$ cat src/rtl/nmk112_pcm_arbiter.sv
// NMK112-style PCM bank mapper and round-robin SDRAM fetch arbiter for up to four jt6295 engines.
// Optional table-region paging is compiled in with `define NMK112_PAGING_EN.
module nmk112_pcm_arbiter #(
    parameter int         CHANNELS  = 2,
    parameter int         BANK_W    = 5,
    parameter logic [3:0] PAGE_MASK = 4'b0001
) (
    input  logic                   CLK96,
    input  logic                   RESET96_N,
    input  logic                   BANK_WE,
    input  logic [3:0]             BANK_SEL,
    input  logic [7:0]             BANK_DIN,
    input  logic [CHANNELS-1:0]    REQ_CS,
    input  logic [CHANNELS*18-1:0] REQ_ADDR,
    output logic [CHANNELS*8-1:0]  REQ_DATA,
    output logic [CHANNELS-1:0]    REQ_OK,
    output logic                   ROM_CS,
    output logic [BANK_W+15:0]     ROM_ADDR,
    input  logic [7:0]             ROM_DATA,
    input  logic                   ROM_OK,
    output logic [1:0]             state_dbg
);
    localparam int ROM_AW = BANK_W + 16;

    typedef enum logic [1:0] {IDLE = 2'd0, ISSUE = 2'd1, WAIT = 2'd2} state_t;
    state_t state, state_nx;

    // Per-channel storage is sized for the maximum of four so 2-bit indices always fit.
    logic [BANK_W-1:0] bank [4][4];
    logic [17:0]       served_addr [4];
    logic [7:0]        data [4];
    logic [17:0]       req_addr [4];
    logic [3:0]        valid;
    logic [3:0]        pending;

    logic [1:0]        grant_ptr, cur_ch, pick_ch;
    logic [17:0]       cur_addr, pick_addr;
    logic              pick_found, kill, grant, done, wr_en;
    logic [ROM_AW-1:0] map_addr;
    logic [2:0]        idx;

    // Handshake: ROM_CS rises with ROM_ADDR already valid and both hold until the cycle
    // ROM_OK is sampled in WAIT; ROM_OK seen during ISSUE belongs to an older request.
    assign wr_en = BANK_WE && ({1'b0, BANK_SEL[3:2]} < 3'(CHANNELS));
    assign grant = (state == IDLE) && pick_found;
    assign done  = (state == WAIT) && ROM_OK;

    always_comb begin
        REQ_OK   = '0;
        REQ_DATA = '0;
        pending  = '0;
        for (int c = 0; c < 4; c++) req_addr[c] = '0;
        for (int c = 0; c < CHANNELS; c++) begin
            req_addr[c]        = REQ_ADDR[c*18 +: 18];
            REQ_OK[c]          = valid[c] && (served_addr[c] == req_addr[c]);
            REQ_DATA[c*8 +: 8] = data[c];
            pending[c]         = REQ_CS[c] && !(valid[c] && (served_addr[c] == req_addr[c]));
        end
    end

    // Scan downwards so the candidate closest to the grant pointer is the one that sticks.
    always_comb begin
        pick_found = 1'b0;
        pick_ch    = '0;
        pick_addr  = '0;
        idx        = '0;
        for (int i = CHANNELS - 1; i >= 0; i--) begin
            idx = {1'b0, grant_ptr} + 3'(i);
            if (idx >= 3'(CHANNELS)) idx = idx - 3'(CHANNELS);
            if (pending[idx[1:0]]) begin
                pick_found = 1'b1;
                pick_ch    = idx[1:0];
                pick_addr  = req_addr[idx[1:0]];
            end
        end
    end

    always_comb begin
        map_addr = {bank[pick_ch][pick_addr[17:16]], pick_addr[15:0]};
`ifdef NMK112_PAGING_EN
        if (PAGE_MASK[pick_ch] && (pick_addr < 18'h400))
            map_addr = {bank[pick_ch][pick_addr[9:8]], 6'b0, pick_addr[9:0]};
`endif
    end

    always_ff @(posedge CLK96 or negedge RESET96_N) begin
        if (!RESET96_N) state <= IDLE;
        else            state <= state_nx;
    end

    always_comb begin
        state_nx = state;
        case (state)
            IDLE:    if (pick_found) state_nx = ISSUE;
            ISSUE:   state_nx = WAIT;
            WAIT:    if (ROM_OK) state_nx = IDLE;
            default: state_nx = IDLE;
        endcase
    end

    always_comb begin
        ROM_CS    = (state != IDLE);
        state_dbg = state;
    end

    always_ff @(posedge CLK96 or negedge RESET96_N) begin
        if (!RESET96_N) begin
            ROM_ADDR  <= '0;
            grant_ptr <= '0;
            cur_ch    <= '0;
            cur_addr  <= '0;
            kill      <= 1'b0;
            valid     <= '0;
            for (int c = 0; c < 4; c++) begin
                served_addr[c] <= '0;
                data[c]        <= '0;
                for (int k = 0; k < 4; k++) bank[c][k] <= BANK_W'(k);
            end
        end else begin
            if (wr_en) bank[BANK_SEL[3:2]][BANK_SEL[1:0]] <= BANK_DIN[BANK_W-1:0];

            // A bank write to the channel being fetched makes the fetched byte untrustworthy.
            if (grant) begin
                cur_ch   <= pick_ch;
                cur_addr <= pick_addr;
                ROM_ADDR <= map_addr;
                kill     <= wr_en && (BANK_SEL[3:2] == pick_ch);
            end else if ((state != IDLE) && wr_en && (BANK_SEL[3:2] == cur_ch)) begin
                kill <= 1'b1;
            end

            if (done) begin
                data[cur_ch]        <= ROM_DATA;
                served_addr[cur_ch] <= cur_addr;
                grant_ptr           <= (cur_ch == 2'(CHANNELS - 1)) ? 2'd0 : cur_ch + 2'd1;
                if (!kill && !(wr_en && (BANK_SEL[3:2] == cur_ch))) valid[cur_ch] <= 1'b1;
            end
            if (wr_en) valid[BANK_SEL[3:2]] <= 1'b0;
        end
    end
endmodule

$ cat config.mk
export PLATFORM = sky130hd
export DESIGN_NAME = nmk112_pcm_arbiter
export DESIGN_NICKNAME = d
export VERILOG_FILES = /design/src/rtl/nmk112_pcm_arbiter.sv
export SDC_FILE = /design/constraint.sdc
export NUM_CORES = 1
export LEC_CHECK = 0
export ABC_CLOCK_PERIOD_IN_PS = 7200
export BUFFER_PORTS_ARGS = -buffer_cell sky130_fd_sc_hd__buf_2
export CAP_MARGIN = 5
export CORE_ASPECT_RATIO = 0.75
export CORE_MARGIN = 1
export CORE_UTILIZATION = 35
export CTS_BUF_LIST = sky130_fd_sc_hd__clkbuf_16
export DETAILED_ROUTE_END_ITERATION = 8
export SYNTH_ARGS = -nofsm -noshare
export SYNTH_HDL_FRONTEND = slang
export SYNTH_SLANG_ARGS = --single-unit
$ cat constraint.sdc
create_clock -name CLK96 -period 7.2 [get_ports CLK96]
set_input_delay 0.36 -clock CLK96 [delete_from_list [all_inputs] [get_ports CLK96]]
set_output_delay 0.36 -clock CLK96 [all_outputs]
set_load 0.01 [all_outputs]
==> results.ini <==
[run_status]
status = completed

[global_route]
grt_pass1_vias = 4061
grt_remaining_overflow = 0
grt_max_degree = 74
grt_pass1_wl_um = 22500
antenna_found_initial = 2
grtUsageTotal = 0.180

[floorplan]
core_area_um2 = 16200
start_util = 0.362
die_h_um = 114
dieArea_um2 = 17300
die_w_um = 152
rows = 40
io_pins = 104

[place]
place_congestion = 0.776
io_buffers = 100
dpl.hpwl_um = 9950

[drt]
antenna_left = 0
wl_per_cell_um = 18.3
wl_um = 14400
first_pass_iters = 4
vias_per_cell = 5.08
drcViolationCount = 0
initialDrtViolationCount = 172
vias = 4007

[worst_setup_path]
worstPathArrival_ns = 3.69
r2r_start = served_addr[47]$_DFFE_PN0P_
worstRegToRegCells = 8
cp_data_required_time_ns = 7.56
crit_type = flop to flop
worstPathMaxFanout = 18
start_kind = flop
rr_endpoint = ROM_ADDR[18]$_DFFE_PN0P_
rrSetupSlack_ns = 3.87
end_kind = flop

[synthesis]
synthTopCellsByCount = dfrtp_1, mux2_2, nand2_1
syn_avg_cell_area_um2 = 12.3
synth_ff_type = dfrtp_1
synth-edff-count = 0
yosysTopAreaCell = dfrtp_1
ys_warn_count = 0
syn_nets = 539
async_flop_share = 1.00
synth_area_leaders = dfrtp_1, mux2_2, xnor2_1, dfstp_2, nand2_1
ys_seq_area_frac = 0.530
synthDominantCellAreaShare = 0.494
synth_cell_types = 52
syn_inst = 477
synthMostInstantiatedCell = dfrtp_1
netlist_area_um2 = 5870
synth_seq_cells = 124

[cts]
cts_sinks = 124
cts_tree = built
cts.clk_slew.worst_paths_ns = 0.05
cts_root_buffer = clkbuf_16
cts_buffers = 17
clk_latency_ns = 0.42
cts_resized = 0
cts_buffer_depth = 2
htreeDepth = 4

[sta]
period_share = 0.462
setup_tns_ns = 0
hold_violations = 0
slew_viol_final = 0
finalClockSkew_ns = 0.00782
setup_violations = 0
slew_headroom = 0.163
layout_min_cycle_time_ns = 3.33
grt_setup_unrepaired = no
tightest_slew_ns = 1.25
worst_hold_slack_ns = 0.185
max_freq_ghz = 0.300

[power]
switching_share = 0.325
power.density_nw_per_um2 = 393
p_leak_nw = 3.17
pwr-share-seq = 0.420
power.switching_mw = 0.888
vdd_drop_max_uv = 188
p_int_mw = 1.85
clkPwrFrac = 0.276
combPwrFrac = 0.304

[worst_hold_path]
min_from = ROM_DATA[1]
min_to = REQ_DATA[1]$_DFFE_PN0P_
hp-class = input port to flop
min_path_cells = 2

[layout]
syn_to_final_growth_pct = 18.3
fin_nets = 627
drive_gt1_frac = 0.420

[flow_run]
drv_cap = 0

## state kept, by name, summed over array words and instances, names as in the netlist
name	cells
REQ_DATA	16
ROM_ADDR	21
bank	40
cur_addr	2
cur_ch	2
grant_ptr	2
kill	1
served_addr	36
state_dbg	2
valid	2
## per-layer routing
metal | track usage | part of all wire
met5 | 0 | 0.00069
met4 | 0.0653 | 0.014
met3 | 0.0677 | 0.074
met2 | 0.261 | 0.44
met1 | 0.245 | 0.47
## final cells by class
class / count / area, um2
clock inverters: 15 / 92.6
fillers: 1562 / 9270
repair buffers: 105 / 543
inverters: 6 / 25.0
multi-input cells: 311 / 2480
flip-flops and latches: 124 / 3110
well taps: 210 / 263
clock buffers: 17 / 425
diodes: 1 / 2.50
## cells by family (layout without fill, tap and decap cells)
kind of cell,Yosys count,count (layout),synth area share
and+or+nand+nor,91,91,0.0761
buffers and inverters,42,143,0.0477
xor gates and xnor gates,38,38,0.0592
AOI/OAI and AO/OA,85,85,0.101
DFF,124,124,0.530
other,0,1,0
muxes,97,97,0.185
## cells in the final DEF, fill, tap and decap left out, types with 4 or more instances in the layout
cell       Yosys  layout
nand2_1       42      42
o21ai_1       17      17
clkbuf_16      0      17
a22oi_1       16      16
buf_4         18       5
xor2_1         4       4
nand4_1        8       8
dfstp_2        8       8
clkinv_1       0       4
dfrtp_1      116     116
inv_1          5       9
mux2_2        91      91
mux2i_1        4       4
nand3_1        4       4
buf_2          3      99
nor2b_1        6       6
clkinv_2       0       5
o21ai_0       10      10
nor2_1        11      11
xnor2_1       32      32
a21oi_1       14      14
## power groups by stage
| stage | clock network, mW | logic (mW) | registers (mW) |
|---|---|---|---|
| floorplan | 0 | 0.619 | 1.14 |
| global placement | 0 | 0.823 | 1.14 |
| detailed placement | 0 | 0.842 | 1.16 |
| CTS | 0.770 | 0.844 | 1.15 |
| global route | 0.807 | 0.918 | 1.18 |
| finish | 0.753 | 0.832 | 1.15 |
## metrics by stage
stage / cells / setup slack [ns] / instance area (um2) / power, mW / utilization
2_1_floorplan: 477 / 4.89 / 5870 / 1.76 / -
3_3_place_gp: 755 / 3.78 / 6420 / 1.96 / 0.396
3_5_place_dp: 755 / 3.80 / 6420 / 2.00 / 0.396
4_1_cts: 788 / 3.94 / 6940 / 2.76 / 0.428
5_1_grt: 788 / 3.64 / 6940 / 2.91 / 0.428
6_report: 789 / 3.87 / 6950 / 2.73 / 0.428
## worst max path at each step
stage / to / start / cells after the start / slack, ns
final: ROM_ADDR[18]$_DFFE_PN0P_ / served_addr[47]$_DFFE_PN0P_ / 8 / 3.87
after global routing: ROM_ADDR[16]$_DFFE_PN0P_ / served_addr[53]$_DFFE_PN0P_ / 8 / 3.64
after CTS: ROM_ADDR[18]$_DFFE_PN0P_ / served_addr[47]$_DFFE_PN0P_ / 8 / 3.94
after detailed placement: ROM_ADDR[18]$_DFFE_PN0P_ / REQ_ADDR[34] / 9 / 3.80
after global placement: ROM_ADDR[18]$_DFFE_PN0P_ / REQ_ADDR[34] / 9 / 3.78
after floorplan: ROM_ADDR[16]$_DFFE_PN0P_ / served_addr[41]$_DFFE_PN0P_ / 9 / 4.89
## worst max-delay path, cell delays in order, from the launching register on
cell and delay (ns):
dfrtp_1 0.38, xnor2_1 0.23, nand4_1 0.15, or4_4 0.61, o31ai_4 0.24, and3_1 0.85, a22oi_2 0.22, nor2_1 0.37
a221o_1 0.22
## what timing repair did
item,in CTS,in global routing
hold buffers,1,0
buffers inserted,0,0
endpoints found under the hold margin,5,0
Note: power is estimated with default switching activity, not from simulation.
